### src/rtl/deser_fifo.sv
`default_nettype none
// deser_fifo: serial-to-parallel receiver feeding a DEPTH-entry word FIFO.
// Single clock, asynchronous active-low reset; bit order and full policy are parameters.
module deser_fifo #(
  parameter int WIDTH        = 8,
  parameter int DEPTH        = 8,
  parameter bit MSB_FIRST    = 1'b1,
  parameter bit DROP_ON_FULL = 1'b0
) (
  input  logic                       clock1M,
  input  logic                       reset,
  input  logic                       data_in,
  input  logic                       write_in,
  input  logic                       dequeue_in,
  input  logic                       ovf_clr_in,
  output logic                       status_out,
  output logic [WIDTH-1:0]           data_out,
  output logic                       data_valid,
  output logic [$clog2(DEPTH):0]     len_out,
  output logic                       full_out,
  output logic                       empty_out,
  output logic                       overflow_out
);

  localparam int CW = $clog2(WIDTH);
  localparam int AW = $clog2(DEPTH);
  localparam int LW = AW + 1;

  typedef enum logic {RECV = 1'b0, PUSH = 1'b1} state_t;

  state_t           state_q, state_d;
  logic [CW-1:0]    cnt_q, cnt_d;
  logic [WIDTH-1:0] shift_q, shift_d;
  logic [WIDTH-1:0] hold_q, hold_d;
  logic [WIDTH-1:0] data_q;
  logic [AW-1:0]    wptr_q, rptr_q;
  logic [LW-1:0]    len_q;
  logic             dv_q;
  logic             ovf_q, ovf_d;
  logic [WIDTH-1:0] mem [DEPTH];

  logic             full, empty, pop, push, drop;
  logic [WIDTH-1:0] shifted;

  assign full  = (len_q == LW'(DEPTH));
  assign empty = (len_q == '0);
  assign pop   = dequeue_in & ~empty;

  generate
    if (MSB_FIRST) begin : g_msb_first
      assign shifted = {shift_q[WIDTH-2:0], data_in};
    end else begin : g_lsb_first
      assign shifted = {data_in, shift_q[WIDTH-1:1]};
    end
  endgenerate

  always_comb begin
    state_d    = state_q;
    cnt_d      = cnt_q;
    shift_d    = shift_q;
    hold_d     = hold_q;
    push       = 1'b0;
    drop       = 1'b0;
    status_out = 1'b0;
    case (state_q)
      RECV: begin
        status_out = 1'b1;
        if (write_in) begin
          shift_d = shifted;
          if (cnt_q == CW'(WIDTH - 1)) begin
            cnt_d   = '0;
            hold_d  = shifted;
            state_d = PUSH;
          end else begin
            cnt_d = cnt_q + CW'(1);
          end
        end
      end
      PUSH: begin
        // A pop in the same cycle frees the slot, so a full FIFO can still accept.
        if (!full || pop) begin
          push    = 1'b1;
          state_d = RECV;
        end else if (DROP_ON_FULL) begin
          drop    = 1'b1;
          state_d = RECV;
        end
      end
      default: state_d = RECV;
    endcase
    ovf_d = drop ? 1'b1 : (ovf_clr_in ? 1'b0 : ovf_q);
  end

  always_ff @(posedge clock1M or negedge reset) begin
    if (!reset) begin
      state_q <= RECV;
      cnt_q   <= '0;
      shift_q <= '0;
      hold_q  <= '0;
      wptr_q  <= '0;
      rptr_q  <= '0;
      len_q   <= '0;
      data_q  <= '0;
      dv_q    <= 1'b0;
      ovf_q   <= 1'b0;
    end else begin
      state_q <= state_d;
      cnt_q   <= cnt_d;
      shift_q <= shift_d;
      hold_q  <= hold_d;
      ovf_q   <= ovf_d;
      dv_q    <= pop;
      if (push) wptr_q <= wptr_q + AW'(1);
      if (pop) begin
        rptr_q <= rptr_q + AW'(1);
        data_q <= mem[rptr_q];
      end
      case ({push, pop})
        2'b10:   len_q <= len_q + LW'(1);
        2'b01:   len_q <= len_q - LW'(1);
        default: len_q <= len_q;
      endcase
    end
  end

  // Storage needs no reset; contents are unreachable until rewritten.
  always_ff @(posedge clock1M) begin
    if (push) mem[wptr_q] <= hold_q;
  end

  assign data_out     = data_q;
  assign data_valid   = dv_q;
  assign len_out      = len_q;
  assign full_out     = full;
  assign empty_out    = empty;
  assign overflow_out = ovf_q;

endmodule
`default_nettype wire

### config.mk
export PLATFORM = sky130hd
export DESIGN_NAME = deser_fifo
export DESIGN_NICKNAME = d
export VERILOG_FILES = /design/src/rtl/deser_fifo.sv
export SDC_FILE = /design/constraint.sdc
export NUM_CORES = 1
export LEC_CHECK = 0
export BUFFER_PORTS_ARGS = -buffer_cell sky130_fd_sc_hd__clkbuf_2
export CORE_ASPECT_RATIO = 1.2
export CORE_MARGIN = 3
export CORE_UTILIZATION = 30
export DETAILED_ROUTE_END_ITERATION = 6
export PLACE_DENSITY_LB_ADDON = 0.3
export SLEW_MARGIN = 5
export SYNTH_ARGS = -nofsm -noshare
export SYNTH_HDL_FRONTEND = slang
export SYNTH_SLANG_ARGS = --single-unit
### constraint.sdc
create_clock -name clock1M -period 2.2 [get_ports clock1M]
set_clock_uncertainty 0.15 [all_clocks]
set_input_delay 0.33 -clock clock1M [delete_from_list [all_inputs] [get_ports clock1M]]
set_output_delay 0.33 -clock clock1M [all_outputs]
set_load 0.05 [all_outputs]
# [Word-level counts from Yosys, hierarchy flattened]
# Memories as Yosys holds them, arrays and structs flattened. A register that Yosys moved wholly into a read port is not among the register bits.
# Cells that the tools add are included.
[totals] regBits=30 word_cells=39 ram_bits=64 memories=1 inputBits=6 out_inout_bits=17
[mem_list] name="mem" words=8 width=8 read_ports=1 rd_clocked_by_memory_dff=1 wr=1 line="40" text="logic [WIDTH-1:0] mem [DEPTH];"
[classes] eq_ne=4 add_sub_neg=5 n_bitwise=3 n_reduce_logical=7 mux=11
[op_table] operator="$add A3 B1 Y3 const B" count=3
[op_table] operator="$mux W1" count=8
[op_table] operator="$pmux W4 S2" count=1
[op_table] operator="$add A4 B1 Y4 const B" count=1
[op_table] operator="$eq A4 B4 Y1 const B" count=1
[op_table] operator="$logic_not A4 Y1" count=1
[op_table] operator="$sub A4 B1 Y4 const B" count=1
[op_table] operator="$eq A3 B3 Y1 const B" count=1
[op_table] operator="$mux W3" count=1
[op_table] operator="$reduce_and A3 Y1" count=1
[op_table] operator="$eq A2 B1 Y1 const B" count=1
[op_table] operator="$eq A2 B2 Y1 const B" count=1
[op_table] operator="$logic_not A1 Y1" count=2
[op_table] operator="$not A1 Y1" count=2
[op_table] operator="$pmux W1 S2" count=1
[op_table] operator="$reduce_and A2 Y1" count=1
[op_table] operator="$reduce_bool A2 Y1" count=1
[op_table] operator="$and A1 B1 Y1" count=1
[op_table] operator="$logic_or A1 B1 Y1" count=1

# [Logic depth before layout (Yosys ltp)]
# Gate-level depths: netlist of the first run.
[depth] depth_word=8 depth_mapped=9 ltp_nobuf=8

# [Least setup slack after synthesis of the first run]
# Ideal clock, no wire load.
[synth_path] path_kind="flip-flop to flip-flop" from="register len_q[1], in the netlist len_out[1]" to="register len_q[3], in the netlist len_out[3]" setup_time_ns=0.083 t_arrival_ns=2.301 t_required_ns=1.967 stages_incl_launch_ff=9 slack_ns=-0.333 synth_period_minus_slack_ns=2.533 n_path_buf=0 cell_sequence="dfrtp_1 o41ai_1 nand2b_1 inv_1 ha_1 a21o_1 a21oi_1 mux2i_1 xor2_1"
[synth_between] elab_chain_len=8 elab_cells_between_ends=14 cone_classes="add/sub (2); eq/ne (3); mux (3); bitwise (2); reduce/logical (4)"
[synth_lines] item="start: declaration" line="37" text="logic [LW-1:0] len_q;"
[synth_lines] item="start signal: assignment" line="119" text="2'b10: len_q <= len_q + LW'(1);"
[synth_lines] item="start signal: assignment" line="120" text="2'b01: len_q <= len_q - LW'(1);"
[synth_lines] item="start signal: assignment" line="121" text="default: len_q <= len_q;"
[synth_lines] item="$logic_not A4 Y1" line="46" text="assign empty = (len_q == '0);"
[synth_lines] item="$not A1 Y1" line="47" text="assign pop = dequeue_in & ~empty;"
[synth_lines] item="$and A1 B1 Y1" line="47"
[synth_lines] item="$logic_or A1 B1 Y1" line="81" text="if (!full || pop) begin"
[synth_lines] item="$mux W1" line="81"
[synth_lines] item="$mux W1" line="65" text="case (state_q)"
[synth_lines] item="$eq A2 B1 Y1 / $eq A2 B2 Y1 (equally long branches)" line="118" text="case ({push, pop})"
[synth_lines] item="$pmux W4 S2 / $reduce_bool A2 Y1 (equally long branches)"
# Parallel ways exist; a longest one is shown, timed or not.
# A chain may end at the register's enable or synchronous reset.

# [Final worst setup path of the first run]
[layout_path] from="register len_q[0], in the netlist len_out[0]" to="output full_out"
[layout_between] elab_chain_len=1
[layout_lines] item="$eq A4 B4 Y1" line="45" text="assign full = (len_q == LW'(DEPTH));"
[layout_lines] item="end: declaration" line="20" text="output logic full_out,"
# Every way passes these cells.

==> impl_metrics.py, run 1 <==
metrics = {
    "critical_path": {
        "path_max_fanout": 3,
        "cp_slowest_cell": "or4b_4",
        "cp-start-kind": "flip-flop",
        "cpLargestDelayFamily": "simple AND/OR/NAND/NOR gates",
        "crit_buf_inv": 3,
        "cp.arrival_ps": 1730,
        "r2r_start": "len_out[3]$_DFFE_PN0P_",
        "critical_path_required_ps": 1720,
        "cpPeakStageDelay_ps": 580,
        "path_cells": "or4b_4 -> buf_4 -> inv_1 -> buf_8",
        "crit_path_start": "len_out[0]$_DFFE_PN0P_",
        "reg2reg_depth": 4,
        "cp-end-kind": "output pin",
        "worst-path-stages": 4,
        "critPathKind": "reg -> out",
    },
    "synth": {
        "yosysWarnings": 0,
        "syn_avg_cell_area_um2": 16.0,
        "synth_top_area_share_pct": 46.1,
        "netlist_area_um2": 4170,
        "netlist_instances": 261,
        "yosysTopAreaCell": "edfxtp_1",
        "synth_async_sr_flop_share_pct": 37.3,
        "syn-num-nets": 274,
        "synth_commonest_cells": "64 x edfxtp_1, 38 x dfrtp_1, 33 x mux2_2",
        "synth.area.top_cells": "edfxtp_1 46%, dfrtp_1 23%, mux2_2 8.9%, mux2i_1 4.3%, a221o_1 1.9%",
        "yosysMostFrequentCell": "edfxtp_1",
        "ys_ff_latch": 102,
        "yosysSeqAreaShare_pct": 68.9,
        "yosysUniqueCellTypes": 36,
        "synth_edf_count": 64,
        "synth_ff_type": "edfxtp_1",
    },
    "cells_and_area": {
        "fin_util_pct": 36.7,
        "drive_gt1_share_pct": 32.9,
        "fillers": 1261,
        "area_growth_pct": 18.0,
        "diodes": 0,
        "fin_nets": 312,
        "final_cells": 472,
    },
    "placement": {
        "placedCellCount": 454,
        "hpwl_um": 4910,
        "gp_congestion": 0.691,
        "port_buffers": 20,
    },
    "run_status": {
        "status": "finished, violations left",
        "violations": "setup timing",
    },
    "routing": {
        "first_pass_iters": 4,
        "drt_iter0_drc": 132,
        "postRouteAntennaNets": 0,
        "post_drt_wl_per_cell_um": 14.8,
        "drc": 0,
        "drt-vias-per-instance": 4.61,
        "vias": 2177,
        "routed_wl_um": 6990,
    },
    "timing": {
        "hold_viol_final": 0,
        "setup_viol": 1,
        "relSlewSlack_pct": 26.8,
        "worst_pin_slew_ps": 1090,
        "rsz0062_at_grt": "yes",
        "fin_crit_sh_pct": 100,
        "period_minus_slack_ps": 2210,
        "fmax_ghz": 0.453,
        "slew_viol_final": 0,
        "setup_ws_ps": -8.36,
    },
    "pwr": {
        "peakVddDrop_uv": 990,
        "comb_power_share_pct": 34.3,
        "p_clk_share_pct": 21.4,
        "leakagePower_nw": 1.87,
        "power_density_nw_per_um2": 1390,
        "switching_share_pct": 34.7,
        "internal_power_mw": 4.45,
        "power_frac_seq_pct": 44.3,
        "p_sw_mw": 2.37,
    },
    "die": {
        "placementRows": 46,
        "core-area_um2": 13400,
        "start_util_pct": 31.1,
        "fp.dieW_um": 114,
        "boundaryPins": 23,
        "die_y_um": 135,
        "die-area_um2": 15300,
    },
    "hold_path": {
        "min_path_cells": 2,
        "worstHoldStart": "data_in",
        "hp-class": "in -> reg",
    },
    "global_routing": {
        "grt_max_degree": 35,
        "grt_pass1_wl_um": 12000,
        "antenna_found_initial": 0,
        "grt-ovfl-total": 0,
        "grt_use_total_pct": 10.2,
        "grt_pass1_vias": 2290,
    },
    "clock_tree": {
        "cts_tree": "done",
        "insertion_delay_ps": 340,
        "cts_sinks": 102,
        "clk_pin_slew_ps": 60,
        "cts_root_buf": "clkbuf_16",
        "cts_made_buffers": 9,
        "cts_max_level": 3,
        "clockBufferDepth": 2,
    },
    "run": {
        "cap_violations": 0,
    },
}
## what timing repair did
action | CTS | global route
hold buffers | 1 | 0
pin swaps | 0 | 5
resized for setup | 9 | 3
setup endpoints to repair | 11 | 43
hold endpoints to repair | 20 | 0
setup buffers | 0 | 1
## power by group through the flow
stage               clock (mW)  combinational (mW)  sequential [mW]
floorplan                    0                1.39             3.35
global placement             0                2.27             3.04
detailed placement           0                2.30             3.08
CTS                       1.51                2.37             3.04
global route              1.56                2.58             3.12
finish                    1.46                2.34             3.02
## final cells by class
| type | count | area (µm²) | area share [%] |
|---|---|---|---|
| flip-flops and latches | 102 | 2880 | 58.5 |
| multi-input cells | 142 | 1270 | 25.8 |
| clock buffers | 15 | 268 | 5.45 |
| repair buffers | 38 | 263 | 5.34 |
| well taps | 168 | 210 | 4.28 |
| inverters | 6 | 25.0 | 0.509 |
| clock inverters | 1 | 5.00 | 0.102 |
## cell families (layout without fill, tap and decap cells)
logic type | after synthesis | count (layout) | synth area share, %
other | 1 | 1 | 0.0900
AO/OA/AOI/OAI | 32 | 32 | 6.15
AND/OR/NAND/NOR | 41 | 41 | 4.65
XOR/XNOR | 8 | 8 | 1.68
buffers and inverters | 17 | 60 | 2.34
flip-flops | 102 | 102 | 68.9
multiplexers | 53 | 53 | 13.9
adder cells (fa/ha/maj) | 7 | 7 | 2.28
## cells in the final DEF, fill, tap and decap left out, types with 3 or more instances in the layout
cell type	netlist	routed
nand2_1	20	20
mux2_2	33	33
a221o_1	8	8
nand2b_1	4	3
dfrtp_2	0	3
mux2i_1	18	18
inv_1	5	4
nor2_1	8	8
ha_1	6	4
clkbuf_2	0	18
clkbuf_1	0	4
xnor2_1	6	6
buf_4	4	17
o21ai_1	8	8
edfxtp_1	64	64
clkbuf_16	0	9
dfrtp_1	38	35
o22ai_1	8	8
## stage by stage
stage / TNS, ps / hold WS, ps / area (µm²) / total power, mW / setup slack [ps]
floorplan: -364 / -116 / 4190 / 4.74 / -167
global placement: -69.4 / 204 / 4570 / 5.31 / -18.4
detailed placement: -525 / 218 / 4570 / 5.38 / -59.6
CTS: -27.8 / 117 / 4900 / 6.92 / -27.8
global route: -2030 / 121 / 4920 / 7.26 / -74.7
finish: -8.36 / 129 / 4920 / 6.82 / -8.36
## path summary, 6_finish.rpt
check / end / slack (ps)
max: full_out / -8
min in group asynchronous: rptr_q[0]$_DFFE_PN0N_ / 380
max reg2reg: mem[3][6]$_DFFE_PP_ / 80
min reg2reg: data_out[3]$_DFFE_PN0N_ / 330
min: shift_q[0]$_DFFE_PN0P_ / 130
max in group asynchronous: hold_q[0]$_DFFE_PN0P_ / 850
## flip-flops by register name, summed over array words and instances, names as in the netlist
name,flops
mem,64
data_valid,1
state_q,1
wptr_q,3
len_out,4
shift_q,7
cnt_q,3
data_out,8
hold_q,8
rptr_q,3
## layer usage
| layer | part of all wire (%) | vias up | global-route usage, % |
|---|---|---|---|
| li1 | - | 1057 | - |
| met1 | 45 | 1083 | 12.2 |
| met2 | 50 | 27 | 17.4 |
| met3 | 2.9 | 10 | 2.11 |
| met4 | 2.0 | 0 | 5.01 |
| met5 | 0 | - | 0 |
Note: power is estimated with default switching activity, not from simulation.
==> inputs of run 2 (changes only) <==
--- a/config.mk
+++ b/config.mk
@@ -6,7 +6,6 @@
 export NUM_CORES = 1
 export LEC_CHECK = 0
-export BUFFER_PORTS_ARGS = -buffer_cell sky130_fd_sc_hd__clkbuf_2
+export BUFFER_PORTS_ARGS = -buffer_cell sky130_fd_sc_hd__buf_2
 export CORE_ASPECT_RATIO = 1.2
-export CORE_MARGIN = 3
 export CORE_UTILIZATION = 30
 export DETAILED_ROUTE_END_ITERATION = 6
--- a/constraint.sdc
+++ b/constraint.sdc
@@ -3,3 +3,3 @@
 set_input_delay 0.33 -clock clock1M [delete_from_list [all_inputs] [get_ports clock1M]]
 set_output_delay 0.33 -clock clock1M [all_outputs]
-set_load 0.05 [all_outputs]
+set_load 0.1 [all_outputs]
==> impl_metrics.py, run 2 (synthesis results as in run 1) <==
metrics = {
    "pwr": {
        "power_density_nw_per_um2": 1540,
        "comb_power_share_pct": 38.0,
        "peakVddDrop_uv": 1370,
        "leakagePower_nw": 1.93,
        "p_sw_mw": 3.01,
        "switching_share_pct": 38.1,
        "power_frac_seq_pct": 38.4,
        "p_clk_share_pct": 23.6,
        "internal_power_mw": 4.90,
    },
    "cells_and_area": {
        "final_cells": 478,
        "fin_nets": 318,
        "fin_util_pct": 38.3,
        "mostFrequentLayoutCells": "64 x edfxtp_1, 34 x dfrtp_1, 33 x mux2_2",
        "fillers": 1267,
        "top_register": "mem",
        "stdcell_area_um2": 5140,
        "drive_gt1_share_pct": 38.4,
        "largest_reg_flops": 64,
        "diodes": 0,
        "final_common_cell": "edfxtp_1",
        "regArea_um2": 2890,
        "area_growth_pct": 23.3,
        "multi_input_area_um2": 1300,
    },
    "critical_path": {
        "cpPeakStageDelay_ps": 480,
        "cpMostUsedCell": "buf_6",
        "critPathKind": "reg -> out",
        "cp.arrival_ps": 1790,
        "path_cells": "buf_6 -> or4b_4 -> buf_6 -> clkinvlp_4 -> buf_12",
        "cp-end-kind": "output pin",
        "path_max_fanout": 2,
        "cp-start-kind": "flip-flop",
        "critical_path_required_ps": 1720,
        "cp_slowest_cell": "dfrtp_4",
    },
    "clock_tree": {
        "cts_made_buffers": 9,
        "cts_max_level": 3,
        "cts_sinks": 102,
        "clk_pin_slew_ps": 70,
        "insertion_delay_ps": 340,
        "clockBufferDepth": 2,
        "cts_root_buf": "clkbuf_16",
        "cts_tree": "done",
    },
    "routing": {
        "vias": 2196,
        "post_drt_wl_per_cell_um": 14.9,
        "drt-vias-per-instance": 4.59,
        "postRouteAntennaNets": 0,
        "routed_wl_um": 7120,
        "drt_iter0_drc": 87,
        "first_pass_iters": 4,
        "drc": 0,
    },
    "timing": {
        "relSlewSlack_pct": 50.8,
        "setup_viol": 3,
        "slew_viol_final": 0,
        "fin_crit_sh_pct": 103,
        "fmax_ghz": 0.440,
        "hold_viol_final": 0,
        "worst_pin_slew_ps": 732,
        "rsz0062_at_grt": "yes",
        "period_minus_slack_ps": 2270,
        "setup_ws_ps": -74.7,
    },
    "global_routing": {
        "grt_pass1_wl_um": 11600,
        "grt_pass1_vias": 2253,
        "antenna_found_initial": 0,
        "grt_max_degree": 35,
        "grt-ovfl-total": 0,
        "grt_use_total_pct": 10.7,
    },
    "placement": {
        "gp_congestion": 0.670,
        "placed_cell_area_um2": 4670,
        "placedCellCount": 456,
        "port_buffers": 20,
        "hpwl_um": 4780,
    },
    "die": {
        "start_util_pct": 31.1,
        "core-area_um2": 13400,
        "die_y_um": 131,
        "die-area_um2": 14400,
        "placementRows": 46,
        "fp.dieW_um": 110,
        "boundaryPins": 23,
    },
    "run": {
        "cap_violations": 0,
    },
    "hold_path": {
        "hp-class": "in -> reg",
    },
    "run_status": {
        "violations": "setup timing",
        "status": "finished, violations left",
    },
}
run 2: changes by cell type in the layout (fill, tap and decap cells not counted), moves of 2 or more:
cell	change
buf_12	+2
buf_2	+18
buf_6	+6
bufinv_16	+3
clkbuf_1	-4
clkbuf_2	-18
clkbuf_8	-2
clkinvlp_4	+4
dfrtp_2	-2
dfrtp_4	+3
inv_1	-2
nor2_1	-4
nor2_2	+3
nor3_1	-2
run 2: per-layer routing:
layer  wire, µm  GRT usage [%]
met2       3480           17.5
met3        209           2.28
met1       3320           13.6
met4        111           4.00
met5          0              0
run 2: through the flow:
stage	total power, mW	hold WS [ps]	setup TNS, ps	setup slack, ps
after floorplan	5.33	-116	-376	-171
after global placement	5.96	255	-119	-15.6
after detailed placement	6.03	258	-134	-16.9
after CTS	7.99	84.2	-1010	-139
after global routing	8.33	88.7	-293	-122
final	7.91	93.1	-106	-74.7
run 2: what timing repair did:
action	CTS	global route
hold endpoints to repair	28	0
setup buffers	3	2
endpoints found under the setup margin	27	51
hold buffers	1	0
resized for setup	12	2
pin swaps	5	1
run 2: area by class of cell:
type	instances	area share, %
clock inverters	6	2.22
repair buffers	44	6.77
flip-flops and latches	102	56.1
inverters	6	0.633
well taps	168	4.09
multi-input cells	142	25.3
clock buffers	10	4.87
run 2: power by group through the flow:
stage	Clock (mW)	Sequential, mW	Combinational [mW]
after CTS	1.91	3.05	3.03
after detailed placement	0	3.08	2.95
after global routing	1.99	3.12	3.22
final	1.86	3.04	3.01
after global placement	0	3.05	2.91
after floorplan	0	3.84	1.49
run 2: final timing paths:
kind,startpoint,to,slack (ps),cells past startpoint
setup / recovery,len_out[2]$_DFFE_PN0P_,full_out,-70,5
hold / removal,data_in,shift_q[0]$_DFFE_PN0P_,90,2
setup reg to reg,len_out[1]$_DFFE_PN0P_,len_out[3]$_DFFE_PN0P_,-20,8
hold reg to reg,data_out[2]$_DFFE_PN0N_,data_out[2]$_DFFE_PN0N_,330,2
max in group asynchronous,reset,data_out[1]$_DFFE_PN0N_,900,3
min in group asynchronous,reset,rptr_q[2]$_DFFE_PN0N_,410,2
run 2: worst max-delay path: cells and delay by family (launching register included):
| family | cells | cell delay, ps |
|---|---|---|
| AND/OR/NAND/NOR | 1 | 480 |
| flip-flops | 1 | 480 |
| buffers and inverters | 4 | 490 |
==> inputs of run 3 (changes only) <==
Settings changed: ABC_AREA set to 1.
==> impl_metrics.py, run 3 <==
metrics = {
    "critical_path": {
        "critical_path_required_ps": 1720,
        "cpPeakStageDelay_ps": 510,
        "cp-start-kind": "flip-flop",
        "r2r_start": "len_out[3]$_DFFE_PN0P_",
        "cp.arrival_ps": 1610,
        "path_cells": "nor2_4 -> nand3_2 -> clkinvlp_4 -> buf_2",
        "cpLargestDelayFamily": "buffers and inverters",
        "crit_buf_inv": 2,
        "path_max_fanout": 5,
        "crit_path_start": "len_out[1]$_DFFE_PN0P_",
        "cp_slowest_cell": "dfrtp_4",
        "cp-end-kind": "output pin",
        "critPathKind": "reg -> out",
    },
    "pwr": {
        "comb_power_share_pct": 37.7,
        "power_density_nw_per_um2": 1490,
        "switching_share_pct": 42.0,
        "power_frac_seq_pct": 39.5,
        "p_clk_share_pct": 22.9,
        "p_sw_mw": 3.08,
        "leakagePower_nw": 1.94,
        "peakVddDrop_uv": 1040,
        "internal_power_mw": 4.26,
    },
    "synth": {
        "netlist_instances": 359,
        "synth_commonest_cells": "64 x edfxtp_1, 56 x nor2_1, 52 x nand2_1",
        "synthSimpleGateAreaFrac_pct": 13.5,
        "yosysWarnings": 0,
        "synth.area.top_cells": "edfxtp_1 46%, dfrtp_1 23%, nor2_1 5.1%, nand2_1 4.7%, o21ai_0 3.4%",
        "ys_ff_latch": 102,
        "syn_avg_cell_area_um2": 11.6,
        "muxShareOfSynthArea_pct": 0.361,
        "synth-adder-area-share_pct": 2.29,
        "synth_async_sr_flop_share_pct": 37.3,
        "synth_top_area_share_pct": 46.2,
        "yosysTopAreaCell": "edfxtp_1",
        "synth_compound_area_share_pct": 9.33,
        "netlist_area_um2": 4160,
        "synth_ff_type": "edfxtp_1",
        "syn-num-nets": 372,
        "synth_top_family_by_area": "simple AND/OR/NAND/NOR gates",
        "synth_edf_count": 64,
        "yosysSeqAreaShare_pct": 69.1,
        "synth_xor_area_share_pct": 1.05,
        "yosysMostFrequentCell": "edfxtp_1",
        "yosysUniqueCellTypes": 26,
    },
    "cells_and_area": {
        "fillers": 1305,
        "stdcell_area_um2": 4930,
        "diodes": 0,
        "drive_gt1_share_pct": 18.9,
        "final_common_cell": "edfxtp_1",
        "fin_nets": 399,
        "fin_util_pct": 37.0,
        "top_register": "mem",
        "area_growth_pct": 18.7,
        "largest_reg_flops": 64,
        "mostFrequentLayoutCells": "64 x edfxtp_1, 52 x nor2_1, 51 x nand2_1",
    },
    "timing": {
        "setup_ws_ps": 109,
        "hold_viol_final": 0,
        "fmax_ghz": 0.478,
        "fin_crit_sh_pct": 95.0,
        "whs_ps": 124,
        "relSlewSlack_pct": 53.6,
        "setup_viol": 0,
        "slew_viol_final": 0,
        "period_minus_slack_ps": 2090,
        "worst_pin_slew_ps": 696,
    },
    "routing": {
        "post_drt_wl_per_cell_um": 14.2,
        "first_pass_iters": 4,
        "drt-vias-per-instance": 4.56,
        "routed_wl_um": 7940,
        "drt_iter0_drc": 193,
        "postRouteAntennaNets": 0,
        "drc": 0,
        "vias": 2547,
    },
    "hold_path": {
        "worstHoldStart": "data_in",
        "hp-class": "in -> reg",
    },
    "global_routing": {
        "grt_use_total_pct": 12.3,
        "grt_pass1_vias": 2523,
        "antenna_found_initial": 0,
        "grt_pass1_wl_um": 13100,
        "grt_max_degree": 34,
        "grt-ovfl-total": 0,
    },
    "placement": {
        "gp_congestion": 0.759,
        "placed_cell_area_um2": 4590,
        "place_worst_setup_slack_ps": 121,
        "hpwl_um": 5360,
        "port_buffers": 20,
    },
    "clock_tree": {
        "cts_max_level": 3,
        "insertion_delay_ps": 340,
        "cts_tree": "done",
        "clockBufferDepth": 2,
        "post-cts-setup-buffers": 0,
        "cts_sinks": 102,
        "cts_root_buf": "clkbuf_16",
        "cts_made_buffers": 9,
        "clk_pin_slew_ps": 70,
    },
    "die": {
        "core-area_um2": 13400,
        "fp.dieW_um": 109,
        "die-area_um2": 14300,
        "placementRows": 46,
        "boundaryPins": 23,
        "die_y_um": 131,
        "start_util_pct": 31.1,
    },
    "run": {
        "cap_violations": 0,
    },
    "run_status": {
        "status": "completed",
    },
}
==> run 3: cell count changes in the layout (fill, tap and decap cells not counted), sizes merged, moves of 13 or more <==
cell / previous run / this run
buf: 43 / 30
inv: 5 / 22
mux2: 35 / 1
mux2i: 18 / 0
nand2: 20 / 58
nand3: 0 / 16
nor2: 8 / 57
o211ai: 1 / 16
o21ai: 9 / 49
==> run 3: worst reg2reg max path: stages, from the launching register on <==
cell and delay [ps]:
dfrtp_4 510, nor2_1 130, nand2_1 100, nand2_2 80
inv_2 40, nand2_2 80, inv_1 80, ha_4 240
a21oi_2 160, nand3_1 100, nand2_1 90, nand3_1 70
nand2_1 70, inv_1 30
==> run 3: final timing paths <==
| path | end | cells past startpoint | slack (ps) |
|---|---|---|---|
| max | full_out | 4 | 110 |
| min | hold_q[0]$_DFFE_PN0P_ | 3 | 120 |
| max reg2reg | len_out[3]$_DFFE_PN0P_ | 13 | 170 |
| min reg2reg | data_out[6]$_DFFE_PN0N_ | 2 | 320 |
| max in group asynchronous | data_out[2]$_DFFE_PN0N_ | 3 | 850 |
| min in group asynchronous | len_out[2]$_DFFE_PN0P_ | 2 | 420 |
==> run 3: per-stage QoR <==
step                      total power [mW]  cells  setup TNS [ps]
after global routing                  7.83    559           -4.29
after global placement                5.65    542               0
final                                 7.35    559               0
after CTS                             7.41    559               0
after floorplan                       5.12    359          -11850
after detailed placement              5.72    542               0
==> run 3: layer usage <==
metal / part of all wire (%) / global-route usage [%] / wire length, µm
met1: 46 / 15.0 / 3630
met2: 50 / 21.2 / 3940
met3: 3.0 / 2.93 / 240
met4: 1.6 / 4.71 / 125
met5: 0 / 0 / 0
==> run 3: final cells by class <==
class | instances | area, µm² | area share, %
timing repair buffer | 31 | 185 | 3.75
clock buffer | 12 | 246 | 4.99
tap | 168 | 210 | 4.26
multi-input combinational | 218 | 1240 | 25.1
sequential | 102 | 2890 | 58.5
clock inverter | 4 | 71.3 | 1.45
inverter | 24 | 93.8 | 1.90
==> run 3: power by group through the flow <==
stage	clock, mW	combinational [mW]	sequential [mW]
final	1.68	2.77	2.90
after floorplan	0	1.45	3.67
after CTS	1.72	2.78	2.91
after global routing	1.80	3.05	2.98
after global placement	0	2.73	2.92
after detailed placement	0	2.77	2.94
==> run 3: timing repair <==
action / in CTS / in global routing
hold buffers: 1 / 0
endpoints found under the setup margin: 0 / 1
resized for setup: 0 / 1
hold endpoints to repair: 27 / 0
==> run 3: logic make-up (layout without fill, tap and decap cells) <==
family,Yosys count,count (layout)
xor+xnor,5,5
simple gates,135,135
compound gates,69,69
fa+ha+maj,7,7
mux,1,1
flops,102,102
buf+inv,39,71
other cells,1,1
